**config.mk**
```make
export PLATFORM = sky130hd
export DESIGN_NAME = mem_stage_ctrl
export DESIGN_NICKNAME = d
export VERILOG_FILES = /design/src/rtl/mem_stage_ctrl.sv
export SDC_FILE = /design/constraint.sdc
export NUM_CORES = 1
export LEC_CHECK = 0
export ABC_AREA = 1
export BUFFER_PORTS_ARGS = -buffer_cell sky130_fd_sc_hd__buf_2
export CAP_MARGIN = 10
export CELL_PAD_IN_SITES_DETAIL_PLACEMENT = 1
export CELL_PAD_IN_SITES_GLOBAL_PLACEMENT = 1
export CORE_UTILIZATION = 30
export CTS_CLUSTER_SIZE = 30
export DETAILED_ROUTE_END_ITERATION = 7
export GPL_TIMING_DRIVEN = 0
export HOLD_SLACK_MARGIN = 0.15
export PLACE_DENSITY_LB_ADDON = 0.1
export SYNTH_ARGS = -nofsm -noshare
export SYNTH_HDL_FRONTEND = slang
export SYNTH_SLANG_ARGS = --single-unit
```
**constraint.sdc**
```tcl
create_clock -name clk_i -period 1.24 [get_ports clk_i]
set_input_delay 0 -clock clk_i [delete_from_list [all_inputs] [get_ports clk_i]]
set_output_delay 0 -clock clk_i [all_outputs]
set_load 0.01 [all_outputs]
```
**src/rtl/mem_stage_ctrl.sv**
```systemverilog
// MEM pipeline stage controller: issues data-memory requests, stalls upstream
// stages while an access is outstanding, and loads the MEM/WB register.
module mem_stage_ctrl (
    input  logic        clk_i,
    input  logic        rst_i,
    input  logic [1:0]  wb_i,
    input  logic [1:0]  m_i,
    input  logic [31:0] alu_i,
    input  logic [31:0] wdata_i,
    input  logic [4:0]  rd_i,
    output logic        dmem_req_o,
    output logic        dmem_we_o,
    output logic [31:0] dmem_addr_o,
    output logic [31:0] dmem_wdata_o,
    input  logic        dmem_ack_i,
    input  logic [31:0] dmem_rdata_i,
    output logic        stall_o,
    output logic [1:0]  wb_o,
    output logic [31:0] rdata_o,
    output logic [31:0] alu_o,
    output logic [4:0]  rd_o,
    output logic        err_o
);

    // Memory handshake: dmem_req_o and its address/data/we stay stable from the
    // edge that raises it until the edge on which dmem_ack_i (a one-cycle pulse)
    // is sampled high or the 16-cycle timeout fires; acks seen in IDLE are ignored.
    typedef enum logic {
        S_IDLE = 1'b0,
        S_WAIT = 1'b1
    } state_t;

    state_t     state;
    logic [3:0] cnt;
    logic       access;
    logic       misaligned;
    logic [1:0] wb_eff;

    assign access     = m_i[1] | m_i[0];
    assign misaligned = (alu_i[1:0] != 2'b00);
    // A combined read+write performs the write and suppresses writeback.
    assign wb_eff     = (m_i == 2'b11) ? 2'b00 : wb_i;

    // Stall drops in the final timeout cycle so the pipeline advances on that edge.
    assign stall_o = rst_i &&
                     (((state == S_IDLE) && access && !misaligned) ||
                      ((state == S_WAIT) && !dmem_ack_i && (cnt != 4'hF)));

    always_ff @(posedge clk_i or negedge rst_i) begin
        if (!rst_i) begin
            state        <= S_IDLE;
            cnt          <= 4'h0;
            dmem_req_o   <= 1'b0;
            dmem_we_o    <= 1'b0;
            dmem_addr_o  <= 32'h0;
            dmem_wdata_o <= 32'h0;
            wb_o         <= 2'b00;
            rdata_o      <= 32'h0;
            alu_o        <= 32'h0;
            rd_o         <= 5'h0;
            err_o        <= 1'b0;
        end else begin
            err_o <= 1'b0;
            case (state)
                S_IDLE: begin
                    alu_o   <= alu_i;
                    rd_o    <= rd_i;
                    rdata_o <= 32'h0;
                    if (access && !misaligned) begin
                        state        <= S_WAIT;
                        cnt          <= 4'h0;
                        dmem_req_o   <= 1'b1;
                        dmem_we_o    <= m_i[0];
                        dmem_addr_o  <= alu_i;
                        dmem_wdata_o <= wdata_i;
                        wb_o         <= 2'b00;
                    end else if (access) begin
                        wb_o  <= 2'b00;
                        err_o <= 1'b1;
                    end else begin
                        wb_o <= wb_i;
                    end
                end
                S_WAIT: begin
                    alu_o <= alu_i;
                    rd_o  <= rd_i;
                    if (dmem_ack_i) begin
                        state      <= S_IDLE;
                        dmem_req_o <= 1'b0;
                        wb_o       <= wb_eff;
                        rdata_o    <= dmem_we_o ? 32'h0 : dmem_rdata_i;
                    end else if (cnt == 4'hF) begin
                        state      <= S_IDLE;
                        dmem_req_o <= 1'b0;
                        wb_o       <= 2'b00;
                        rdata_o    <= 32'h0;
                        err_o      <= 1'b1;
                    end else begin
                        cnt     <= cnt + 4'h1;
                        wb_o    <= 2'b00;
                        rdata_o <= 32'h0;
                    end
                end
                default: state <= S_IDLE;
            endcase
        end
    end

endmodule

```
Yosys cells after proc, flatten, opt, wreduce, memory -nomap -nowiden
Index checks and enable logic that the tools add are counted.
{"block": "word_totals", "regBits": 143, "inputBits": 108, "output_inout_bits": 139}
{"block": "op_classes", "addsub": 1, "eq_ne": 7, "mux": 25, "bitwise": 2, "reduce_logical": 13}
{"cell": "2-to-1 mux 32 bit", "n": 2}
{"cell": "one-hot mux 32 bit (2 select lines)", "n": 1}
{"cell": "2-to-1 mux 4 bit", "n": 3}
{"cell": "2-to-1 mux 1 bit", "n": 10}
{"cell": "2-to-1 mux 2 bit", "n": 4}
{"cell": "one-hot mux 4 bit (2 select lines)", "n": 1}
{"cell": "logical AND 1 bit", "n": 6}
{"cell": "one-hot mux 1 bit (2 select lines)", "n": 3}
{"cell": "adder 4 x 1 -> 4 bit (second input constant)", "n": 1}
{"cell": "equality test 4 bit (second input constant)", "n": 1}
{"cell": "!= test 2 bit (second input constant)", "n": 2}
{"cell": "!= test 4 bit (second input constant)", "n": 1}
{"cell": "one-hot mux 2 bit (2 select lines)", "n": 1}
{"cell": "AND reduction 2 bit", "n": 2}
{"cell": "!= test 3 x 2 -> 1 bit (second input constant)", "n": 1}
{"cell": "AND reduction 3 bit", "n": 1}
{"cell": "equality test 2 bit (second input constant)", "n": 1}
{"cell": "logical NOT 1 bit", "n": 2}
{"cell": "!= test 2 x 1 -> 1 bit (second input constant)", "n": 1}
{"cell": "nonzero test 2 bit", "n": 1}
{"cell": "logical OR 1 bit", "n": 1}
{"cell": "NOT 1 bit", "n": 1}
{"cell": "bitwise OR 1 bit", "n": 1}

Logic depth before layout (Yosys ltp)
{"block": "logic_depth", "word_depth": 5, "mapped_depth": 8, "mapped_depth_nobuf": 7}

Worst setup path before layout
Ideal clock, no wire load.
{"block": "synth_timing", "path_type": "reg2reg", "from": "register cnt[0]", "to": "register cnt[3]", "setup_time_ns": 0.117, "arrival_ns": 0.980, "path_slack_ns": 0.142, "stages_incl_launch_ff": 8, "n_path_buf": 0, "period_less_slack_ns": 1.098, "path_cell_list": "dfrtp_1 ha_1 nand3_1 nand2_1 nand2_4 inv_2 nand2_1 nand2_1"}
{"block": "synth_between", "elab_chain_len": 4}
{"element": "start: declaration", "line": "34", "rtl": "logic [3:0] cnt;"}
{"element": "start signal: assignment", "line": "99", "rtl": "cnt <= cnt + 4'h1;"}
{"element": "adder 4 x 1 -> 4 bit", "line": "99"}
{"element": "2-to-1 mux 4 bit", "line": "92", "rtl": "end else if (cnt == 4'hF) begin"}
{"element": "2-to-1 mux 4 bit", "line": "87", "rtl": "if (dmem_ack_i) begin"}
{"element": "one-hot mux 4 bit (2 select lines)", "line": "64", "rtl": "case (state)"}
Parallel ways exist; a longest one is shown, timed or not. The select of a mux whose other input is x is not followed.
A chain may end at the register's enable or synchronous reset.

Final worst setup path
{"block": "layout_timing", "from": "register cnt[0]", "to": "output stall_o"}
{"block": "layout_between", "elab_chain_len": 4}
{"element": "!= test 4 bit", "line": "47", "rtl": "((state == S_WAIT) && !dmem_ack_i && (cnt != 4'hF)));"}
{"element": "logical AND 1 bit", "line": "47"}
{"element": "logical OR 1 bit", "line": "46", "rtl": "(((state == S_IDLE) && access && !misaligned) ||"}
{"element": "logical AND 1 bit", "line": "45", "rtl": "assign stall_o = rst_i &&"}
{"element": "end: declaration", "line": "17", "rtl": "output logic stall_o,"}
No other way between the ends.

==> run_results.csv <==
group,metric,value,unit
pwr,total_power,14.1,mW
clock_network,cts_buffers,17,
critical_path,cp-endpoint,"stall_o",
drt,final_antenna_net_count,0,
final_layout,area_delta_synth_final,72.2,%
place,port_buffers,246,
sta,tightest_slew,0.650,ns
final_layout,utilization,0.535,
logic_synthesis,synth-seq-cells,143,
place,dp_hpwl,10.6,mm
clock_network,root_buffer,"clkbuf_16",
sta,rsz0062_at_grt,"true",
grt,overflow,0,
drt,drc,0,
grt,grt_max_degree,80,
sta,finalHoldViolCount,65,
grt,gr-usage-all-layers,0.183,
sta,max_freq,677,MHz
clock_network,clockBufferDepth,2,
critical_path,worstPathMaxFanout,2,
logic_synthesis,syn_area_per_cell,11.1,µm²
pwr,vdd_ir_drop_max,0.978,mV
logic_synthesis,yosysUniqueCellTypes,18,
grt,grt_antenna_before_repair,0,
critical_path,reg2reg_from,"state",
run_status,status,"finished, violations left",
logic_synthesis,synth-edff-count,0,
clock_network,clock_latency,0.42,ns
run,cap_viol_max_count,0,
sta,slew_headroom,0.567,
critical_path,r2r_slack,-0.08,ns
logic_synthesis,yosys_warnings,0,
floorplan,core,0.0168,mm²
critical_path,r2r-end,"dmem_addr_o[27]",
drt,dr.first_iter.drc_count,110,
sta,clock_skew,0.00797,ns
place,place_worst_setup_slack,0.00842,ns
run_status,violations,"hold timing, setup timing",
pwr,cellPowerDensity,1570,mW/mm²
clock_network,cts_sinks,143,
floorplan,ioPinCount,247,
logic_synthesis,syn_nets,580,
drt,dr.pass1.iters,4,
min_path,hold_path.class,"in -> async",
final_layout,n_fill_cell,1884,
logic_synthesis,syn_inst,471,
logic_synthesis,yosysSeqAreaShare,0.687,
drt,viasPerCell,4.21,
logic_synthesis,netlist_area,0.00520,mm²
drt,wl,16.4,mm
final_layout,fin_nets,972,
final_layout,multi_input_area,0.00132,mm²
critical_path,crit_start,"cnt[0]",
place,place.gp.congestion,0.721,
grt,grt_pass1_wl,25.1,mm
sta,hold_ws,-0.415,ns
critical_path,worst-setup-path-type,"reg -> out",
grt,grt_pass1_vias,4925,
sta,period_share,1.19,
clock_network,path_clk_slew,0.06,ns
drt,vias,4616,
floorplan,dieArea,0.0179,mm²
critical_path,crit_path_start_kind,"flop",
critical_path,rr_worst_depth,8,
sta,finalMaxSlewViolations,0,
final_layout,final_cell_mix,"buf_2, dfrtp_1, dlygate4sd3_1, inv_1, nand2_1",
critical_path,cp_data_required_time,1.24,ns
sta,final.setup.worst_slack,-0.236,ns
final_layout,drive_above_1_share,0.489,
logic_synthesis,async_reset_ff_frac,1.00,
critical_path,critPathCaptureType,"output port",
sta,fin_crit,1.48,ns
clock_network,tritoncts,"done",
logic_synthesis,synth_ff_type,"dfrtp_1",
floorplan,initial_core_util,0.311,
floorplan,die_y,134,µm
floorplan,fp-row-count,47,
final_layout,layout_commonest_cell,"buf_2",
sta,finalSetupViolations,46,
pwr,p_leak,4.88,nW
sta,fin_tns_setup,-1.24,ns
clock_network,cts_max_level,4,
final_layout,diodes,0,
floorplan,die_w,134,µm
critical_path,cp.arrival,1.48,ns
drt,wire_per_inst,15.0,µm
final_layout,seq_area,0.00358,mm²
flip-flops by register name (all words and copies together), names as in the netlist:
register,flops
alu_o,32
err_o,1
rd_o,5
rdata_o,32
state,1
dmem_addr_o,32
cnt,4
wb_o,2
dmem_req_o,1
dmem_wdata_o,32
dmem_we_o,1
synth_stat cells, types with 3 or more instances:
library cell / n / area share
dfrtp_1: 143 / 0.69
nand2_1: 111 / 0.080
inv_1: 74 / 0.053
o21ai_2: 45 / 0.076
nor2_1: 42 / 0.030
o21ai_1: 15 / 0.014
buf_6: 12 / 0.026
buf_2: 5 / 0.0048
o21ai_0: 5 / 0.0048
clkbuf_1: 4 / 0.0029
nand3_1: 4 / 0.0038
inv_2: 3 / 0.0022
per-stage QoR:
stage,cells,area [µm²]
after CTS,1086,8570
after detailed placement,938,6750
after global routing,1096,8960
after global placement,937,6710
final,1096,8960
after floorplan,471,5200
cells by family after synthesis:
| group | synth area share |
|---|---|
| adder cells (fa/ha/maj) | 0.00240 |
| AO/OA/AOI/OAI | 0.0969 |
| buffers and inverters | 0.0892 |
| AND/OR/NAND/NOR | 0.124 |
| flip-flops | 0.687 |
how the worst min path moves through the flow:
| stage | startpoint | end | slack [ns] | depth (start not counted) |
|---|---|---|---|---|
| after floorplan | rst_i | alu_o[0] | -0.30 | 0 |
| after global placement | rd_i[2] | rd_o[2] | 0.11 | 1 |
| after detailed placement | rst_i | dmem_wdata_o[20] | 0.04 | 1 |
| after CTS | rst_i | dmem_wdata_o[20] | -0.41 | 1 |
| after global routing | rst_i | dmem_wdata_o[20] | -0.38 | 1 |
| final | rst_i | dmem_wdata_o[20] | -0.42 | 1 |
layer usage:
metal  wire, µm  vias to the layer above  track usage
met3       1000                       25       0.0556
met2       8580                      153        0.322
met1       6550                     2232        0.208
met5          0                        -            0
li1           -                     2206            -
met4        303                        0       0.0713
worst max-delay path, stage by stage (launching register included):
cell and delay (ns):
dfrtp_1 0.39, ha_2 0.21, nand3_2 0.08, nand2_4 0.06, nand2_4 0.09, inv_4 0.04
nor2_2 0.06, buf_2 0.13
power breakdown:
group | internal [mW] | leakage, nW | switching (mW)
sequential | 5.25 | 1.80 | 0.324
clock | 3.57 | 0.310 | 2.01
combinational | 1.38 | 2.76 | 1.51
total | 10.2 | 4.88 | 3.85
repair_timing:
item,4_1_cts,5_1_grt
hold buffers,106,1
setup endpoints to repair,10,101
setup buffers,10,8
gates cloned,0,5
gates resized for setup,15,87
pin swaps,4,8
endpoints found under the hold margin,282,73
layout make-up:
class | instances | share of cell area
plain buffers | 21 | 0.0282
clock buffers | 18 | 0.0479
clock inverters | 14 | 0.0240
inverters | 77 | 0.0325
multi-input cells | 230 | 0.148
flip-flops and latches | 143 | 0.399
well taps | 220 | 0.0307
repair buffers | 373 | 0.290
No activity file was read; power rests on OpenSTA's default activity.
